`config.mk`:
```
export PLATFORM = sky130hd
export DESIGN_NAME = prog_sequencer
export DESIGN_NICKNAME = d
export VERILOG_FILES = /design/src/rtl/prog_sequencer.sv
export SDC_FILE = /design/constraint.sdc
export NUM_CORES = 1
export LEC_CHECK = 0
export BUFFER_PORTS_ARGS = -buffer_cell sky130_fd_sc_hd__buf_2
export CORE_MARGIN = 5
export CORE_UTILIZATION = 45
export DETAILED_ROUTE_END_ITERATION = 8
export PLACE_DENSITY = 0.69
export SKIP_CTS_REPAIR_TIMING = 1
export SYNTH_ARGS = -nofsm -noshare
export SYNTH_HDL_FRONTEND = slang
export SYNTH_SLANG_ARGS = --single-unit
```
`constraint.sdc`:
```
create_clock -name CLK -period 3.2 [get_ports CLK]
set_input_delay 0.64 -clock CLK [delete_from_list [all_inputs] [get_ports CLK]]
set_output_delay 0.64 -clock CLK [all_outputs]
set_load 0.005 [all_outputs]
```
`src/rtl/prog_sequencer.sv`:
```
// Program sequencer: launches programs 0..NUM_PROGS-1 on the fetch unit through its Init/DONE handshake
// and records each run length. Optional watchdog compiled in with PROG_SEQ_TIMEOUT_EN.
module prog_sequencer #(
  parameter int unsigned NUM_PROGS      = 3,
  parameter int unsigned INIT_CYCLES    = 2,
  parameter int unsigned CNT_W          = 32,
  parameter int unsigned TIMEOUT_CYCLES = 65535
) (
  input  logic             CLK,
  input  logic             Reset_n,
  input  logic             Start_req,
  input  logic             Done_in,
  input  logic [15:0]      PC_in,
  output logic             Init_out,
  output logic [1:0]       Prog_idx,
  output logic             Busy,
  output logic             All_done,
  output logic [CNT_W-1:0] Cycle_count,
  output logic             Timeout
);

  localparam int unsigned      INIT_W      = $clog2(INIT_CYCLES + 1);
  localparam logic [CNT_W-1:0] TIMEOUT_LIM = CNT_W'(TIMEOUT_CYCLES);

  typedef enum logic [1:0] {S_IDLE, S_INIT, S_RUN} state_t;

  state_t            state, state_nxt;
  logic [INIT_W-1:0] init_cnt;
  logic [CNT_W-1:0]  run_cnt;
  logic [15:0]       pc_prev;
  logic              complete, timeout_hit, finish, init_last;

  // run_cnt >= 2 masks the DONE still asserted from the previous program.
  assign complete  = (state == S_RUN) && Done_in && (PC_in == pc_prev) && (run_cnt >= CNT_W'(2));
  assign init_last = (init_cnt == INIT_W'(INIT_CYCLES - 1));

`ifdef PROG_SEQ_TIMEOUT_EN
  assign timeout_hit = (state == S_RUN) && !complete && (run_cnt >= TIMEOUT_LIM);
`else
  assign timeout_hit = 1'b0;
`endif

  assign finish   = complete || timeout_hit;
  assign Init_out = (state != S_RUN);
  assign Busy     = (state != S_IDLE);

  // NOTE: sequential state is written with non-blocking (<=) so every register samples pre-edge values.
  always_ff @(posedge CLK) begin
    if (!Reset_n) state <= S_IDLE;
    else          state <= state_nxt;
  end

  // NOTE: next-state gets a default before the case so no path leaves it unassigned (no latch).
  always_comb begin
    state_nxt = state;
    case (state)
      S_IDLE:  if (Start_req && !All_done) state_nxt = S_INIT;
      S_INIT:  if (init_last)              state_nxt = S_RUN;
      S_RUN:   if (finish)                 state_nxt = S_IDLE;
      default:                             state_nxt = S_IDLE;
    endcase
  end

  always_ff @(posedge CLK) begin
    if (!Reset_n) begin
      init_cnt    <= '0;
      run_cnt     <= '0;
      pc_prev     <= '0;
      Prog_idx    <= '0;
      All_done    <= 1'b0;
      Cycle_count <= '0;
      Timeout     <= 1'b0;
    end else begin
      case (state)
        S_IDLE: init_cnt <= '0;
        S_INIT: begin
          init_cnt <= init_cnt + INIT_W'(1);
          run_cnt  <= '0;
        end
        S_RUN: begin
          if (run_cnt != '1) run_cnt <= run_cnt + CNT_W'(1);
          pc_prev <= PC_in;
          if (finish) begin
            Cycle_count <= timeout_hit ? TIMEOUT_LIM : run_cnt;
            if (timeout_hit) Timeout <= 1'b1;
            if (Prog_idx == 2'(NUM_PROGS - 1)) All_done <= 1'b1;
            else                               Prog_idx <= Prog_idx + 2'd1;
          end
        end
        default: ;
      endcase
    end
  end

endmodule

```
==> results.cfg <==
[outcome]
status = complete, no violations

[finish]
areaGrowthSynthToFinish_pct = 12.6
fin_nets = 560
final_area_mm2 = 0.00464
drive_above_1_share_pct = 16.1
final.fill_count = 880
diodes = 0

[power_and_ir_drop]
p_leak_nw = 1.68
power.density_mw_per_mm2 = 434
vdd_drop_max_mv = 0.232

[route]
vias = 3916
drtAntennaViolNets = 0
routed_via_density = 6.01
post_drt_wl_per_cell_um = 16.6
drtIter0Drc = 194
wl_um = 10800
drcViolationCount = 0
drt_first_pass_iters = 5

[sta]
max_freq_mhz = 410
slew_headroom_pct = 25.9
setup-tns-final_ps = 0
setup_viol = 0
finalCritPeriodShare_pct = 76.2
timing.final.ws_setup_ps = 761
hold_viol_final = 0
skew_ps = 9.55
final_max_slew_viol_count = 0
finalCriticalPeriod_ps = 2440
rsz0062_at_grt = false
worst_pin_slew_ps = 1110

[synth]
async_flop_share_pct = 0
synth_edf_count = 0
ys_ff_latch = 87
ys_types = 54
synth_top_area_share_pct = 42.2
ys.flop_type = dfxtp_1
synth_warnings = 0
yosysTopAreaCell = dfxtp_1
yosys-top-cells-area = dfxtp_1 42%, a21oi_1 7.6%, nand3_1 5.2%
synth_nets = 530
synth_cells = 506
yosysMostFrequentCell = dfxtp_1
avgSynthCellArea_um2 = 8.15
netlist_area_mm2 = 0.00412
synth_top_cells_by_count = 87 x dfxtp_1, 63 x a21oi_1, 53 x nand2_1, 43 x nand3_1, 39 x o21ai_0
ys_seq_area_share_pct = 42.2

[global_route]
grt_antenna_before_repair = 0
globalRouteOverflowTotal = 0
grt_pass1_wl_um = 18200
grt_max_degree = 67
grt_usage_pct = 19.9
grt_pass1_vias = 3741

[floorplan]
fp.dieH_um = 106
row_count = 35
die_area_mm2 = 0.0112
die_x_um = 106
io_pins = 58
coreArea_mm2 = 0.00906
initial_core_util_pct = 45.5

[worst_setup_path]
worst-path-max-fanout = 23
path_cells = nor2b_1 > inv_1 > a41o_1 > or4_1 > or3_1 > a21oi_1
critical_path_class = reg2reg
slowest_stage = dfxtp_1
end_kind = flop
crit_path_start_kind = flop
slowest_delay_ps = 500
crit_arrival_ps = 2720
cp.required_ps = 3480

[clocking]
numCtsBuffers = 9
clk_pin_slew_worst_paths_ps = 90
cts_tree = built
cts_buffer_depth = 2
cts_sinks = 87
clkLatencyLatePin_ps = 370
htree_levels = 3
root_buffer = clkbuf_8

[placement]
gp_congestion = 0.856
place_ws_ps = 691
portBuffers = 56
dpl.hpwl_um = 7470
placed_area_mm2 = 0.00443

[flow_run]
max_cap_violations = 0

[hold_path]
hold_path_class = reg2reg
## power breakdown
part           switching, mW  leakage (nW)  total, mW  internal (mW)
clock network          0.418         0.107      0.829          0.411
registers            0.00593         0.701       1.09           1.09
logic                 0.0607         0.870     0.0920         0.0313
## worst max-delay path, delay by kind of cell (launching register included)
family          cells  cell delay, ps
compound gates      2             500
buf+inv             1             350
flops               1             500
simple gates        3            1000
## sequential cells by signal, indices dropped and copies added, names as in the netlist
| signal | flops |
|---|---|
| All_done | 1 |
| Prog_idx | 2 |
| state | 2 |
| pc_prev | 16 |
| run_cnt | 32 |
| Cycle_count | 32 |
| init_cnt | 2 |
## cell families (layout without fill, tap and decap cells)
group	Yosys count	in the layout	synth area share, %
other cells	1	1	0.0909
fa+ha+maj	4	4	1.21
flops	87	87	42.2
xor+xnor	18	18	3.82
compound gates	151	151	21.9
simple gates	189	189	24.8
mux	2	2	0.485
buf+inv	54	89	5.43
## routing by layer
metal,share of wire [%],global-route usage (%),vias up
met5,0,0,-
met4,1.9,7.31,0
met3,5.8,3.61,18
met2,46,32.3,108
met1,46,26.3,1873
li1,-,-,1917
## worst paths after layout
kind	from	endpoint	slack (ps)	cells after the start
setup reg to reg	state[1]	run_cnt[25]	760	6
hold / removal	pc_prev[7]	pc_prev[7]	470	2
setup / recovery	state[1]	run_cnt[25]	760	6
hold reg to reg	pc_prev[7]	pc_prev[7]	470	2
## layout by cell type (no fill, tap or decap), types with 2 or more instances in the layout
| master | netlist | final |
|---|---|---|
| dfxtp_1 | 87 | 87 |
| a21oi_1 | 63 | 63 |
| buf_2 | 8 | 56 |
| nand2_1 | 53 | 53 |
| nand3_1 | 43 | 43 |
| o21ai_0 | 39 | 39 |
| xnor2_1 | 14 | 14 |
| nor2_1 | 14 | 14 |
| nand4_1 | 12 | 12 |
| clkbuf_8 | 0 | 11 |
| nor4_1 | 10 | 10 |
| inv_1 | 10 | 9 |
| or3_1 | 8 | 8 |
| and3_1 | 8 | 8 |
| o211ai_1 | 8 | 8 |
| or4_1 | 8 | 8 |
| and4_1 | 7 | 7 |
| o31ai_1 | 7 | 7 |
| buf_4 | 3 | 6 |
| nor3_1 | 6 | 5 |
| xor2_1 | 4 | 4 |
| nand2b_1 | 4 | 4 |
| o2111ai_1 | 4 | 4 |
| a31oi_1 | 4 | 4 |
| ha_1 | 4 | 4 |
| a41o_1 | 3 | 3 |
| and2_1 | 3 | 3 |
| o41ai_1 | 3 | 3 |
| o311ai_1 | 3 | 3 |
| o22ai_1 | 3 | 3 |
| nor3b_1 | 3 | 3 |
| nor2b_1 | 2 | 2 |
| nand3b_1 | 2 | 2 |
| mux2i_1 | 2 | 2 |
| a21o_1 | 2 | 2 |
| o2bb2ai_1 | 2 | 2 |
| inv_6 | 0 | 2 |
## final cells by class
cell class / count / area [um^2] / area share (%)
Clock inverter: 5 / 63.8 / 1.37
Multi-Input combinational cell: 365 / 2160 / 46.6
Sequential cell: 87 / 1740 / 37.5
Tap cell: 111 / 139 / 2.99
Timing Repair Buffer: 63 / 345 / 7.44
Clock buffer: 11 / 151 / 3.26
Inverter: 10 / 37.5 / 0.809
## stage by stage
step / util [%] / instances / hold WS [ps] / total power, mW
2_1_floorplan: - / 506 / 448 / 1.18
3_3_place_gp: 48.8 / 636 / 455 / 1.21
3_5_place_dp: 48.8 / 636 / 460 / 1.21
4_1_cts: 51.2 / 652 / 473 / 2.03
5_1_grt: 51.2 / 652 / 496 / 2.10
6_report: 51.2 / 652 / 470 / 2.01
(Power assumes the default switching activity.)
